$ cat config.mk
export PLATFORM = sky130hd
export DESIGN_NAME = seq_mult_unit
export DESIGN_NICKNAME = d
export VERILOG_FILES = /design/src/rtl/seq_mult_pkg.sv /design/src/rtl/seq_mult_ctrl.sv /design/src/rtl/seq_mult_unit.sv
export SDC_FILE = /design/constraint.sdc
export NUM_CORES = 1
export LEC_CHECK = 0
export ABC_AREA = 1
export BUFFER_PORTS_ARGS = -buffer_cell sky130_fd_sc_hd__buf_2
export CORE_ASPECT_RATIO = 1.75
export CORE_MARGIN = 1
export CORE_UTILIZATION = 50
export CTS_CLUSTER_DIAMETER = 50
export CTS_CLUSTER_SIZE = 12
export DETAILED_ROUTE_END_ITERATION = 10
export PLACE_DENSITY = 0.68
export SLEW_MARGIN = 0
export SYNTH_ARGS = -nofsm -noshare
export SYNTH_HDL_FRONTEND = slang
export SYNTH_HIERARCHICAL = 1
export SYNTH_SLANG_ARGS = --single-unit
$ cat constraint.sdc
create_clock -name clk -period 2.2 [get_ports clk]
set_input_delay 0.11 -clock clk [delete_from_list [all_inputs] [get_ports clk]]
set_output_delay 0.11 -clock clk [all_outputs]
set_load 0.05 [all_outputs]
$ cat src/rtl/seq_mult_pkg.sv
// Shared definitions for the sequential shift-add multiplier: state encoding,
// default operand width and the iteration-counter width helper.
package seq_mult_pkg;

  typedef enum logic [2:0] {
    ST_IDLE = 3'd0,
    ST_LOAD = 3'd1,
    ST_RUN  = 3'd2,
    ST_FIX  = 3'd3,
    ST_DONE = 3'd4
  } state_t;

  localparam int DEF_WIDTH = 8;

  function automatic int cnt_width(input int width);
    return $clog2(width + 1);
  endfunction

endpackage

$ cat src/rtl/seq_mult_ctrl.sv
// Sequencing FSM for seq_mult_unit: walks IDLE/LOAD/RUN/FIX/DONE, produces
// registered busy/done and decodes the current state for the datapath.
module seq_mult_ctrl
  import seq_mult_pkg::*;
(
  input  logic clk,
  input  logic rst,
  input  logic i_start,
  input  logic i_abort,
  input  logic i_last,
  output logic o_accept,
  output logic o_load,
  output logic o_run,
  output logic o_fix,
  output logic o_busy,
  output logic o_done
);

  state_t r_state;
  logic   r_busy;
  logic   r_done;

  // State register with busy/done registered alongside the next state.
  always_ff @(posedge clk) begin
    if (rst) begin
      r_state <= ST_IDLE;
      r_busy  <= 1'b0;
      r_done  <= 1'b0;
    end else begin
      r_done <= 1'b0;
      case (r_state)
        ST_IDLE: begin
          if (i_start) begin
            r_state <= ST_LOAD;
            r_busy  <= 1'b1;
          end else begin
            r_busy <= 1'b0;
          end
        end
        ST_LOAD: begin
          if (i_abort) begin
            r_state <= ST_IDLE;
            r_busy  <= 1'b0;
          end else begin
            r_state <= ST_RUN;
            r_busy  <= 1'b1;
          end
        end
        ST_RUN: begin
          if (i_abort) begin
            r_state <= ST_IDLE;
            r_busy  <= 1'b0;
          end else if (i_last) begin
            r_state <= ST_FIX;
            r_busy  <= 1'b1;
          end else begin
            r_busy <= 1'b1;
          end
        end
        ST_FIX: begin
          r_busy <= 1'b0;
          if (i_abort) begin
            r_state <= ST_IDLE;
          end else begin
            r_state <= ST_DONE;
            r_done  <= 1'b1;
          end
        end
        ST_DONE: begin
          r_state <= ST_IDLE;
          r_busy  <= 1'b0;
        end
        default: begin
          r_state <= ST_IDLE;
          r_busy  <= 1'b0;
        end
      endcase
    end
  end

  assign o_accept = (r_state == ST_IDLE) && i_start;
  assign o_load   = (r_state == ST_LOAD);
  assign o_run    = (r_state == ST_RUN);
  assign o_fix    = (r_state == ST_FIX);
  assign o_busy   = r_busy;
  assign o_done   = r_done;

endmodule

$ cat src/rtl/seq_mult_unit.sv
// Sequential shift-add multiplier (signed or unsigned) with optional early
// termination; operand registers, accumulator, counter and sign fix-up live here.
module seq_mult_unit
  import seq_mult_pkg::*;
#(
  parameter int WIDTH      = DEF_WIDTH,
  parameter int EARLY_TERM = 1
) (
  input  logic                 clk,
  input  logic                 rst,
  input  logic                 i_start,
  input  logic                 i_abort,
  input  logic                 i_is_signed,
  input  logic [WIDTH-1:0]     i_a,
  input  logic [WIDTH-1:0]     i_b,
  output logic [2*WIDTH-1:0]   o_result,
  output logic                 o_busy,
  output logic                 o_done
);

  localparam int CW = cnt_width(WIDTH);

  logic [WIDTH-1:0]   r_a;
  logic [WIDTH-1:0]   r_b;
  logic               r_sgn;
  logic [2*WIDTH-1:0] r_mcand;
  logic [WIDTH-1:0]   r_mplier;
  logic [2*WIDTH-1:0] r_acc;
  logic [CW-1:0]      r_count;
  logic               r_neg;
  logic [2*WIDTH-1:0] r_result;

  logic               w_accept;
  logic               w_load;
  logic               w_run;
  logic               w_fix;
  logic               w_last;
  logic [WIDTH-1:0]   w_mag_a;
  logic [WIDTH-1:0]   w_mag_b;
  logic [WIDTH-1:0]   w_mplier_sh;

  // Magnitude of the most negative value wraps to itself, which is exactly
  // 2^(WIDTH-1) when read as unsigned.
  assign w_mag_a = (r_sgn && r_a[WIDTH-1]) ? (~r_a + WIDTH'(1)) : r_a;
  assign w_mag_b = (r_sgn && r_b[WIDTH-1]) ? (~r_b + WIDTH'(1)) : r_b;

  assign w_mplier_sh = {1'b0, r_mplier[WIDTH-1:1]};
  assign w_last      = (r_count == CW'(1)) ||
                       ((EARLY_TERM != 0) && (w_mplier_sh == '0));

  seq_mult_ctrl u_ctrl (
    .clk      (clk),
    .rst      (rst),
    .i_start  (i_start),
    .i_abort  (i_abort),
    .i_last   (w_last),
    .o_accept (w_accept),
    .o_load   (w_load),
    .o_run    (w_run),
    .o_fix    (w_fix),
    .o_busy   (o_busy),
    .o_done   (o_done)
  );

  // Operand capture, shift-add iteration and sign fix-up of the product.
  always_ff @(posedge clk) begin
    if (rst) begin
      r_a      <= '0;
      r_b      <= '0;
      r_sgn    <= 1'b0;
      r_mcand  <= '0;
      r_mplier <= '0;
      r_acc    <= '0;
      r_count  <= '0;
      r_neg    <= 1'b0;
      r_result <= '0;
    end else begin
      if (w_accept) begin
        r_a   <= i_a;
        r_b   <= i_b;
        r_sgn <= i_is_signed;
      end
      if (w_load) begin
        r_mcand  <= {{WIDTH{1'b0}}, w_mag_a};
        r_mplier <= w_mag_b;
        r_neg    <= r_sgn & (r_a[WIDTH-1] ^ r_b[WIDTH-1]);
        r_acc    <= '0;
        r_count  <= CW'(WIDTH);
      end else if (w_run) begin
        if (r_mplier[0]) begin
          r_acc <= r_acc + r_mcand;
        end
        r_mcand  <= r_mcand << 1;
        r_mplier <= w_mplier_sh;
        r_count  <= r_count - CW'(1);
      end
      // An abort during FIX must leave the previous result untouched.
      if (w_fix && !i_abort) begin
        r_result <= r_neg ? (-r_acc) : r_acc;
      end
    end
  end

  assign o_result = r_result;

endmodule

==> results.py <==
metrics = {
    "place": {
        "port_buffers": 38,
        "gp_congestion": 0.9028,
        "pre_cts_ws_ns": 0.3539,
        "placed_cells": 881,
        "hpwl_um": 9183,
    },
    "cells_and_area": {
        "drive_above_1_share_pct": 10.61,
        "layoutNonFillerInstCount": 895,
        "areaGrowthSynthToFinish_pct": 11.95,
        "fillers": 950,
        "regArea_sq_mm": 0.001662,
        "layout_common_cells": "nand2_1 (178), inv_1 (118), dfxtp_1 (83)",
        "nNetsFinal": 812,
        "diodes": 0,
        "multiInputGateArea_sq_mm": 0.002586,
        "final_common_cell": "nand2_1",
    },
    "run_status": {
        "violations": "negative hold slack",
        "status": "finished with violations",
    },
    "global_route": {
        "grt_max_degree": 32,
        "track_usage_pct": 24.68,
        "grt-ovfl-total": 0,
        "grt_pass1_vias": 4529,
        "grt_pass1_wl_um": 19840,
        "antenna_found_initial": 0,
    },
    "yosys": {
        "async_flop_share_pct": 0,
        "synth_seq_cells": 83,
        "synthCells": 736,
        "ys.flop_type": "dfxtp_1",
        "ys_seq_area_share_pct": 34.35,
        "synth_fp_nets": 778,
        "yosys_warnings": 6,
        "syn_area_per_cell_sq_um": 6.572,
        "netlist_area_sq_mm": 0.004837,
        "synth_edf_count": 0,
        "netlist-cell-type-count": 39,
    },
    "timing": {
        "whs_ns": -0.001104,
        "timing.fmax_ghz": 0.5419,
        "period_minus_slack_ns": 1.845,
        "skew_ns": 0.008046,
        "hold_viol": 2,
        "tns_ns": 0,
        "post-route-period-util_pct": 83.88,
        "grt_setup_unrepaired": "no",
        "fin_ws_ns": 0.3546,
        "maxSlewViolCount": 0,
        "worstMarginPinSlew_ns": 0.8608,
        "slew_headroom_pct": 42.40,
        "setup_viol": 0,
    },
    "critical_path": {
        "cp-end-kind": "register",
        "startpoint_type": "register",
        "startpoint": "u_ctrl/r_state[0]$_SDFFE_PP0P_",
        "critical_path_class": "register to register",
        "cp.arrival_ns": 2.09,
        "required_ns": 2.44,
        "r2r_start": "u_ctrl/r_state[0]$_SDFFE_PP0P_",
        "critPathMaxFanout": 15,
    },
    "routing": {
        "avgRoutedWirePerCell_um": 13.20,
        "antenna_left": 0,
        "finalWirelength_um": 11820,
        "drt_pass1_iterations": 5,
        "route.vias.total": 4662,
        "vias_per_cell": 5.209,
        "drc": 0,
        "drt_iter0_drc": 196,
    },
    "clock_tree": {
        "clockBufferDepth": 2,
        "clk_pin_slew_ns": 0.06,
        "cts_sinks": 83,
        "cts_tree": "built",
        "cts-root-buf": "clkbuf_16",
        "htreeDepth": 3,
        "cts.repair.resized": 0,
        "cts_setup_buffers": 0,
        "clk_latency_ns": 0.34,
        "postCtsHoldBufs": 0,
        "numCtsBuffers": 9,
    },
    "power_and_ir_drop": {
        "p_leak_nw": 2.817,
        "powerDensity_mw_per_mm2": 672.4,
        "seq_power_share_pct": 45.8,
        "p_sw_mw": 0.9699,
        "combPwrFrac_pct": 14.2,
        "power.internal_mw": 2.671,
        "clock_power_share_pct": 40.0,
        "vdd_ir_drop_max_mv": 0.5059,
        "power_switching_share_pct": 26.64,
    },
    "hold_path": {
        "worstHoldStart": "i_a[7]",
        "hp-class": "input port to register",
    },
    "die": {
        "start_util_pct": 51.41,
        "io_pins": 39,
        "fp.dieW_um": 76.35,
        "dieArea_sq_mm": 0.01009,
        "chipHeight_um": 132.1,
        "fp.coreArea_sq_mm": 0.009409,
        "placementRows": 47,
    },
    "flow_run": {
        "maxCapViolCount": 0,
    },
}
path summary, 6_finish.rpt:
kind	to	slack (ns)	cells past startpoint
max	r_mcand[14]$_SDFFE_PP0P_	0.35	7
min	r_a[7]$_SDFFE_PP0P_	-0.001	3
max reg2reg	r_mcand[14]$_SDFFE_PP0P_	0.35	7
min reg2reg	r_mcand[8]$_SDFFE_PP0P_	0.48	2
through the flow:
stage	utilization (%)	instance area [sq um]	power [mW]
floorplan	-	4837	2.072
global placement	54.55	5132	2.198
detailed placement	54.55	5132	2.213
CTS	57.55	5415	3.673
global route	57.55	5415	3.801
finish	57.55	5415	3.641
state kept, by name, indices dropped and copies added (netlist names):
register and flops:
r_neg 1, u_ctrl/r_state 3, o_result 16, r_acc 16, r_sgn 1, r_count 4, r_a 8, r_b 8
u_ctrl/o_done 1, r_mplier 8, u_ctrl/o_busy 1, r_mcand 16
synthesized netlist by cell type, types with 4 or more instances:
| master | number | area (sq um) |
|---|---|---|
| nand3_2 | 4 | 40.04 |
| o21ai_0 | 57 | 285.3 |
| nand4_1 | 8 | 50.05 |
| o221ai_1 | 4 | 35.03 |
| xnor2_1 | 4 | 35.03 |
| o21ai_1 | 6 | 30.03 |
| clkbuf_1 | 13 | 48.80 |
| buf_2 | 8 | 40.04 |
| o211ai_1 | 5 | 37.54 |
| a21o_1 | 4 | 30.03 |
| inv_2 | 7 | 26.28 |
| ha_1 | 20 | 250.2 |
| dfxtp_1 | 83 | 1662 |
| nor2_1 | 64 | 240.2 |
| nand3_1 | 46 | 230.2 |
| inv_1 | 118 | 442.9 |
| a21oi_1 | 65 | 325.3 |
| xor2_1 | 13 | 113.9 |
| nor3_1 | 5 | 25.02 |
| nand2_1 | 178 | 668.1 |
kinds of logic after synthesis:
| logic type | after synthesis | synth area share (%) |
|---|---|---|
| AOI/OAI and AO/OA | 152 | 17.51 |
| DFF | 83 | 34.35 |
| buffers and inverters | 150 | 12.18 |
| and+or+nand+nor | 313 | 27.29 |
| xor gates and xnor gates | 17 | 3.078 |
| adders and majority gates | 21 | 5.587 |
final cells by class:
| cell class | instances | area share, % |
|---|---|---|
| clock inverters | 3 | 0.7394 |
| clock buffers | 11 | 4.482 |
| repair buffers | 47 | 4.760 |
| well taps | 122 | 2.819 |
| multi-input cells | 503 | 47.76 |
| flip-flops and latches | 83 | 30.68 |
| inverters | 126 | 8.757 |
worst max-delay path, cell delays in order, from the launching register on:
cell and delay, ns:
dfxtp_1 0.32, inv_1 0.09, nor2_1 0.06, nand2_1 0.06, inv_1 0.05, nor2_1 0.66
inv_1 0.29, a211oi_1 0.23
power by group through the flow:
stage | Combinational, mW | Clock (mW) | Sequential (mW)
floorplan | 0.378 | 0 | 1.69
global placement | 0.501 | 0 | 1.70
detailed placement | 0.513 | 0 | 1.70
CTS | 0.518 | 1.49 | 1.67
global route | 0.583 | 1.54 | 1.68
finish | 0.516 | 1.46 | 1.67
routing by layer:
metal  share of wire, %  up-vias  wire length, um  track usage, %
met3                2.3       38              276           3.668
met5                  0        -                0               0
met2                 56       96             6579           49.00
met4                4.5        0              527           13.78
li1                   -     2429                -               -
met1                 38     2099             4434           23.33
Note: power is estimated with default switching activity, not from simulation.
